**src/rtl/stopwatch_pkg.sv**
```systemverilog
// ============================================================================
// Module      : stopwatch_pkg
// Description : Shared state encoding and ASCII command bytes for the stopwatch.
// Revision    : 1.0 - initial release
// ============================================================================
`default_nettype none

package stopwatch_pkg;

    typedef enum logic [1:0] {
        ST_STOP  = 2'b00,
        ST_RUN   = 2'b01,
        ST_CLEAR = 2'b10
    } sw_state_t;

    localparam logic [7:0] C_CMD_RUN   = 8'h52;  // 'R'
    localparam logic [7:0] C_CMD_CLEAR = 8'h43;  // 'C'
    localparam logic [7:0] C_CMD_MODE  = 8'h4D;  // 'M'

    localparam logic [7:0] C_CASE_MASK = 8'hDF;  // clears the ASCII lower-case bit

endpackage

`default_nettype wire

```
**src/rtl/uart_cmd_decoder.sv**
```systemverilog
// ============================================================================
// Module      : uart_cmd_decoder
// Description : Classifies a received UART byte as run/clear/mode command or error.
// Revision    : 1.0 - initial release
// ============================================================================
`default_nettype none

module uart_cmd_decoder
    import stopwatch_pkg::*;
#(
    parameter logic [7:0] CMD_RUN     = C_CMD_RUN,
    parameter logic [7:0] CMD_CLEAR   = C_CMD_CLEAR,
    parameter logic [7:0] CMD_MODE    = C_CMD_MODE,
    parameter bit         CASE_INSENS = 1'b1
) (
    input  logic       i_rx_done,
    input  logic [7:0] i_rx_data,
    output logic       o_rx_run,
    output logic       o_rx_clear,
    output logic       o_rx_mode,
    output logic       o_rx_err
);

    logic [7:0] w_mask;
    logic [7:0] w_byte;
    logic       w_hit_run;
    logic       w_hit_clear;
    logic       w_hit_mode;

    generate
        if (CASE_INSENS) begin : g_case_insens
            assign w_mask = C_CASE_MASK;
        end else begin : g_case_exact
            assign w_mask = 8'hFF;
        end
    endgenerate

    assign w_byte      = i_rx_data & w_mask;
    assign w_hit_run   = (w_byte == (CMD_RUN   & w_mask));
    assign w_hit_clear = (w_byte == (CMD_CLEAR & w_mask));
    assign w_hit_mode  = (w_byte == (CMD_MODE  & w_mask));

    // Data is meaningless outside the strobe, so every output is gated by it.
    assign o_rx_run   = i_rx_done & w_hit_run;
    assign o_rx_clear = i_rx_done & w_hit_clear;
    assign o_rx_mode  = i_rx_done & w_hit_mode;
    assign o_rx_err   = i_rx_done & ~(w_hit_run | w_hit_clear | w_hit_mode);

endmodule

`default_nettype wire

```
**src/rtl/stopwatch_cu.sv**
```systemverilog
// ============================================================================
// Module      : stopwatch_cu
// Description : Merges button pulses and UART commands into STOP/RUN/CLEAR control.
// Revision    : 1.0 - initial release
// ============================================================================
`default_nettype none

module stopwatch_cu
    import stopwatch_pkg::*;
#(
    parameter logic [7:0] CMD_RUN     = C_CMD_RUN,
    parameter logic [7:0] CMD_CLEAR   = C_CMD_CLEAR,
    parameter logic [7:0] CMD_MODE    = C_CMD_MODE,
    parameter bit         CASE_INSENS = 1'b1
) (
    input  logic       clk,
    input  logic       reset,
    input  logic       i_btn_run,
    input  logic       i_btn_clear,
    input  logic       i_btn_mode,
    input  logic       i_rx_done,
    input  logic [7:0] i_rx_data,
    output logic       o_run,
    output logic       o_clear,
    output logic       o_mode,
    output logic       o_cmd_ack,
    output logic       o_cmd_err
);

    sw_state_t state_q, state_d;
    logic      mode_q, mode_d;
    logic      ack_q, ack_d;
    logic      err_q, err_d;

    logic w_rx_run, w_rx_clear, w_rx_mode, w_rx_err;
    logic w_run_evt, w_clr_evt, w_mode_evt;

    uart_cmd_decoder #(
        .CMD_RUN     (CMD_RUN),
        .CMD_CLEAR   (CMD_CLEAR),
        .CMD_MODE    (CMD_MODE),
        .CASE_INSENS (CASE_INSENS)
    ) u_decoder (
        .i_rx_done  (i_rx_done),
        .i_rx_data  (i_rx_data),
        .o_rx_run   (w_rx_run),
        .o_rx_clear (w_rx_clear),
        .o_rx_mode  (w_rx_mode),
        .o_rx_err   (w_rx_err)
    );

    // OR-merge so a button and a matching UART command in one cycle act once.
    assign w_run_evt  = i_btn_run   | w_rx_run;
    assign w_clr_evt  = i_btn_clear | w_rx_clear;
    assign w_mode_evt = i_btn_mode  | w_rx_mode;

    always_ff @(posedge clk or negedge reset) begin
        if (!reset) begin
            state_q <= ST_STOP;
            mode_q  <= 1'b0;
            ack_q   <= 1'b0;
            err_q   <= 1'b0;
        end else begin
            state_q <= state_d;
            mode_q  <= mode_d;
            ack_q   <= ack_d;
            err_q   <= err_d;
        end
    end

    always_comb begin
        state_d = ST_STOP;
        mode_d  = mode_q;
        ack_d   = w_rx_run | w_rx_clear | w_rx_mode;
        err_d   = w_rx_err;

        case (state_q)
            ST_STOP: begin
                if (w_clr_evt)      state_d = ST_CLEAR;
                else if (w_run_evt) state_d = ST_RUN;
                else                state_d = ST_STOP;
                if (w_mode_evt)     mode_d  = ~mode_q;
            end
            ST_RUN: begin
                state_d = w_run_evt ? ST_STOP : ST_RUN;
                if (w_mode_evt)     mode_d  = ~mode_q;
            end
            ST_CLEAR: begin
                state_d = ST_STOP;
            end
            default: begin
                state_d = ST_STOP;
            end
        endcase
    end

    assign o_run     = (state_q == ST_RUN);
    assign o_clear   = (state_q == ST_CLEAR);
    assign o_mode    = mode_q;
    assign o_cmd_ack = ack_q;
    assign o_cmd_err = err_q;

endmodule

`default_nettype wire

```
**config.mk**
```make
export PLATFORM = sky130hd
export DESIGN_NAME = stopwatch_cu
export DESIGN_NICKNAME = d
export VERILOG_FILES = /design/src/rtl/stopwatch_pkg.sv /design/src/rtl/uart_cmd_decoder.sv /design/src/rtl/stopwatch_cu.sv
export SDC_FILE = /design/constraint.sdc
export NUM_CORES = 1
export LEC_CHECK = 0
export ABC_AREA = 1
export BUFFER_PORTS_ARGS = -buffer_cell sky130_fd_sc_hd__buf_2
export CORE_AREA = 2 2 39 41
export CTS_CLUSTER_DIAMETER = 60
export DETAILED_ROUTE_END_ITERATION = 16
export DIE_AREA = 0 0 41 43
export SETUP_SLACK_MARGIN = 0.02
export SYNTH_ARGS = -nofsm -noshare
export SYNTH_HDL_FRONTEND = slang
export SYNTH_SLANG_ARGS = --single-unit
```
**constraint.sdc**
```tcl
create_clock -name clk -period 1 [get_ports clk]
set_input_delay 0.2 -clock clk [delete_from_list [all_inputs] [get_ports clk]]
set_output_delay 0.2 -clock clk [all_outputs]
set_load 0.01 [all_outputs]
```
==> results of run 1 <==
-- final timing paths --
kind,to,depth (start not counted),slack (ps)
max,o_run,3,-100
max reg2reg,state_q[0],4,170
min reg2reg,o_mode,2,510
max in group asynchronous,o_cmd_ack,2,570
min in group asynchronous,state_q[1],2,300
min,state_q[0],4,230
-- cell usage after synthesis --
cell      instances  share of area
nand3_1           6          0.093
dfrtp_1           5           0.39
nor2_2            1          0.019
nor2_1            8          0.093
nor3_2            1          0.031
nand2_1          16           0.19
inv_1            13           0.15
a31oi_1           1          0.019
nand3b_1          1          0.023
-- cell type report --
| cell class | count | area share |
|---|---|---|
| timing repair buffer | 20 | 0.2280 |
| multi-input combinational | 34 | 0.3161 |
| clock buffer | 4 | 0.05440 |
| sequential | 5 | 0.2591 |
| tap | 16 | 0.04145 |
| inverter | 13 | 0.1010 |
-- through the flow --
stage,std cells,utilization,instance area (um2)
final,92,0.3490,483.0
after global routing,92,0.3490,483.0
after CTS,92,0.3490,483.0
after detailed placement,85,0.3101,429.2
after global placement,85,0.3101,429.2
after floorplan,52,-,324.1
-- cell families after synthesis --
kind of cell / Yosys count / share of synthesized area
flip-flops: 5 / 0.3861
buffers and inverters: 13 / 0.1506
AND/OR/NAND/NOR: 33 / 0.4441
AO/OA/AOI/OAI: 1 / 0.01932
-- state kept, by name, summed over array words and instances (netlist names) --
register	cells
o_mode	1
state_q	2
o_cmd_err	1
o_cmd_ack	1
-- per-layer routing --
| metal | share of wire | up-vias | GRT usage |
|---|---|---|---|
| met2 | 0.50 | 12 | 0.1469 |
| met1 | 0.43 | 153 | 0.09677 |
| met5 | 0 | - | 0 |
| li1 | - | 202 | - |
| met4 | 0 | 0 | 0.08000 |
| met3 | 0.068 | 0 | 0.01571 |
-- power groups by stage --
stage	Sequential (mW)	Combinational (mW)	Clock [mW]
after floorplan	0.257	0.0695	0
after global placement	0.252	0.139	0
after detailed placement	0.253	0.143	0
after CTS	0.247	0.167	0.243
after global routing	0.250	0.188	0.249
final	0.247	0.164	0.228
-- worst max-delay path, stage by stage, from the launching register on --
cell	delay (ps)
dfrtp_1	370
inv_1	60
nor2_2	90
buf_2	140
-- what timing repair did --
| item | 4_1_cts | 5_1_grt |
|---|---|---|
| pin swaps | 0 | 0 |
| endpoints found under the hold margin | 5 | 0 |
| setup buffers | 2 | 0 |
| hold buffers | 1 | 0 |
| gates resized for setup | 1 | 0 |
| endpoints found under the setup margin | 3 | 3 |
==> qor.yml, run 1 <==
clock_path_buffers: 2
failed_checks: "setup timing"
multi_input_area_um2: 152.6
grt_pass1_vias: 333
crit_type: "flop to output port"
die_w_um: 41
grt_util_all_layers: 0.09246
cts_sinks: 5
areaGrowthSynthToFinish_pct: 49.03
nFillCells: 161
holdWs_ps: 229.7
setup_viol: 2
max-cap-violations: 0
ys_seq_elements: 5
hold_start: "i_btn_run"
leakagePower_nw: 0.3032
final_cell_mix: "17 x buf_2, 16 x nand2_1, 13 x inv_1, 7 x nor2_1, 6 x nand3_1"
drive_gt1_frac: 0.3289
yosysWarnings: 0
wl_um: 702
cp-start-kind: "flop"
p_per_area_nw_per_um2: 1323
critPathCaptureType: "output port"
combPwrFrac: 0.257
ys_seq_area_frac: 0.3861
start_util: 0.2342
wl_per_cell_um: 7.630
slew_headroom: 0.9018
finClkSkew_ps: 0.1212
ant_nets: 0
hold_violations: 0
dieArea_um2: 1763
synth_fp_nets: 66
cell_internal_pwr_mw: 0.4590
period_minus_slack_ps: 1104
timing.setup.tns_ps: -198.2
io_pins: 19
ir_drop_uv: 288.4
antenna_found_initial: 0
hold_path_class: "primary input to flop"
firstDrtPassIters: 4
port_buffers: 17
drv_slew: 0
clock.fmax_mhz: 905.7
p_sw_mw: 0.1801
n_antenna_cell: 0
layout.nets: 91
grt_pass1_wl_mm: 1.104
rsz0062_at_grt: "true"
r2r_start: "state_q[0]"
syn_area_um2: 324.1
required_ps: 800
synth_cell_types: 9
syn_area_per_cell_um2: 6.232
die_h_um: 43
clk_pin_slew_ps: 40
drtIter0Drc: 8
cts_max_level: 1
place_congestion: 0.7682
cts_root_buffer: "clkbuf_4"
cts_tree: "built"
dp_hpwl_um: 590.6
critPathMaxFanout: 3
status: "finished, violations left"
p_clk_frac: 0.357
viasPerCell: 3.989
tightest_slew_ps: 147.2
cts_made_buffers: 3
final.setup.worst_slack_ps: -104.1
startpoint: "state_q[0]"
grt_max_degree: 6
syn_inst: 52
pre_cts_ws_ps: 3.222
regArea_um2: 125.1
fin_crit_sh: 1.104
switching_share: 0.2818
drc: 0
overflow: 0
power.total_mw: 0.6392
worstSkewPairLatency_ps: 240
core_um2: 1384
seq_power_share: 0.386
fp-row-count: 14
vias: 367
layout_commonest_cell: "buf_2"
worstPathArrival_ps: 900
Power figures use the tool's default switching activity.
==> run 2: changes to the inputs <==
CTS_BUF_LIST = sky130_fd_sc_hd__clkbuf_2 sky130_fd_sc_hd__clkbuf_4 sky130_fd_sc_hd__clkbuf_8   (was default)
==> run 2 against run 1 <==
The run still ends with setup timing left. Clock-buffer cell count did not move. Clock skew is the same. Final cell count is the same. Final area grew 0.78%. Global-route usage down 0.30 points. Utilization is 0.27 points higher. Critical path depth did not move. Highest routed layer unchanged.
==> qor.yml, run 2 (synthesis results as in run 1) <==
max-cap-violations: 0  # unchanged
place_congestion: 0.7682  # unchanged
drtIter0Drc: 12  # was 8
io_pins: 19  # unchanged
die_w_um: 41  # unchanged
failed_checks: "setup timing"  # unchanged
grt_max_degree: 6  # unchanged
core_um2: 1384  # unchanged
worst_path_largest_cell_delay_ps: 370  # about the same
worstPathArrival_ps: 900  # about the same
critPathMaxFanout: 3  # unchanged
grt_pass1_vias: 325  # was 333
required_ps: 800  # about the same
layout_commonest_cell: "buf_2"  # unchanged
path_cells: "inv_1 > nor2_2 > buf_2"  # unchanged
critPathCaptureType: "output port"  # unchanged
reg2reg_slack_ps: 170  # about the same
cts_sinks: 5  # unchanged
dp_hpwl_um: 590.6  # unchanged
hold_start: "i_btn_run"  # unchanged
vias: 368  # was 367
final.setup.worst_slack_ps: -102.2  # was -104.1 ps
r2r_start: "state_q[0]"  # unchanged
crit_type: "flop to output port"  # unchanged
die_h_um: 43  # unchanged
r2r-end: "state_q[0]"  # unchanged
fp-row-count: 14  # unchanged
final_util: 0.3517  # was 0.3490
firstDrtPassIters: 4  # unchanged
holdWs_ps: 231.5  # was 229.7 ps
reg2reg_depth: 4  # unchanged
largest_reg_flops: 2  # unchanged
worstSkewPairLatency_ps: 240  # about the same
overflow: 0  # unchanged
status: "finished, violations left"  # unchanged
wl_um: 695  # was 702 um
ir_drop_uv: 287.8  # was 288.4 uV
drive_gt1_frac: 0.3421  # was 0.3289
clock.fmax_mhz: 907.2  # was 905.7 MHz
hold_path_class: "primary input to flop"  # unchanged
clk_pin_slew_ps: 40  # about the same
holdPathEnd: "state_q[0]"  # unchanged
cp-start-kind: "flop"  # unchanged
hold_violations: 0  # unchanged
ant_nets: 0  # unchanged
port_buffers: 17  # unchanged
crit_buf_inv: 2  # unchanged
cts_root_buffer: "clkbuf_4"  # unchanged
power.total_mw: 0.6633  # was 0.6392 mW
wl_per_cell_um: 7.554  # was 7.630 um
p_per_area_nw_per_um2: 1363  # was 1323 nW/um2
antenna_found_initial: 0  # unchanged
cts_max_level: 1  # unchanged
drv_slew: 0  # unchanged
tightest_slew_ps: 147.2  # unchanged
viasPerCell: 4.000  # was 3.989
final_cell_mix: "17 x buf_2, 16 x nand2_1, 13 x inv_1, 7 x nor2_1, 6 x nand3_1"  # unchanged
finClkSkew_ps: 0.1212  # unchanged
cp_slowest_cell: "dfrtp_1"  # unchanged
drc: 0  # unchanged
period_minus_slack_ps: 1102  # was 1104 ps
rsz0062_at_grt: "true"  # unchanged
grt_util_all_layers: 0.08945  # was 0.09246
areaGrowthSynthToFinish_pct: 50.19  # was 49.03%
n_antenna_cell: 0  # unchanged
layout.nets: 91  # unchanged
start_util: 0.2342  # unchanged
min_path_cells: 4  # unchanged
cts_made_buffers: 3  # unchanged
dieArea_um2: 1763  # unchanged
slew_headroom: 0.9018  # unchanged
clock_path_buffers: 2  # unchanged
leakagePower_nw: 0.3067  # was 0.3032 nW
cts_tree: "built"  # unchanged
grt_pass1_wl_mm: 1.090  # was 1.104 mm
cp_top_family: "flip-flops"  # unchanged
largest_register: "state_q"  # unchanged
setup_viol: 2  # unchanged
fin_crit_sh: 1.102  # was 1.104
run 2: cell count changes in the layout (fill, tap and decap cells not counted):
cell / delta
clkbuf_1: -1
clkbuf_4: +1
run 2: worst min-delay path, cell delays in order:
cell     delay [ps]
buf_2            70
inv_1            40
nand3_1          70
nand2_1          50
run 2: layout make-up:
type | count | area [um2]
fill | 159 | 897.1
multi-input combinational | 34 | 152.6
sequential | 5 | 125.1
clock buffer | 4 | 30.03
tap | 16 | 20.02
timing repair buffer | 20 | 110.1
inverter | 13 | 48.80
run 2: timing repair:
item                                    in CTS  in global routing
buffers inserted                             2                  0
resized for setup                            1                  0
endpoints found under the hold margin        5                  0
endpoints found under the setup margin       2                  3
hold buffers                                 1                  0
run 2: worst max path at each step:
stage	to	start	slack [ps]	cells past startpoint
global placement	state_q[0]	i_rx_data[7]	10	9
floorplan	state_q[0]	state_q[1]	160	3
CTS	o_clear	state_q[1]	-120	3
detailed placement	state_q[0]	i_rx_data[7]	3	9
global route	o_run	state_q[0]	-160	3
finish	o_run	state_q[0]	-100	3
run 2: power by group:
part / internal, mW / leakage [nW] / total, mW / switching [mW]
registers: 0.229 / 0.0635 / 0.247 / 0.0182
logic: 0.0798 / 0.225 / 0.164 / 0.0841
clock network: 0.177 / 0.0184 / 0.252 / 0.0750
run 2: per-stage QoR:
step / worst slack (ps) / cells / cell area, um2 / TNS [ps]
floorplan: 162.3 / 52 / 324.1 / 0
global placement: 13.15 / 85 / 429.2 / 0
detailed placement: 3.222 / 85 / 429.2 / 0
CTS: -115.6 / 92 / 486.7 / -230.1
global route: -163.5 / 92 / 486.7 / -323.7
finish: -102.2 / 92 / 486.7 / -194.4
run 2: layer usage:
| metal | global-route usage | routed length [um] | part of all wire |
|---|---|---|---|
| met3 | 0.01571 | 48 | 0.069 |
| met4 | 0.06000 | 0 | 0 |
| met5 | 0 | 0 | 0 |
| met1 | 0.09677 | 302 | 0.43 |
| met2 | 0.1469 | 344 | 0.49 |
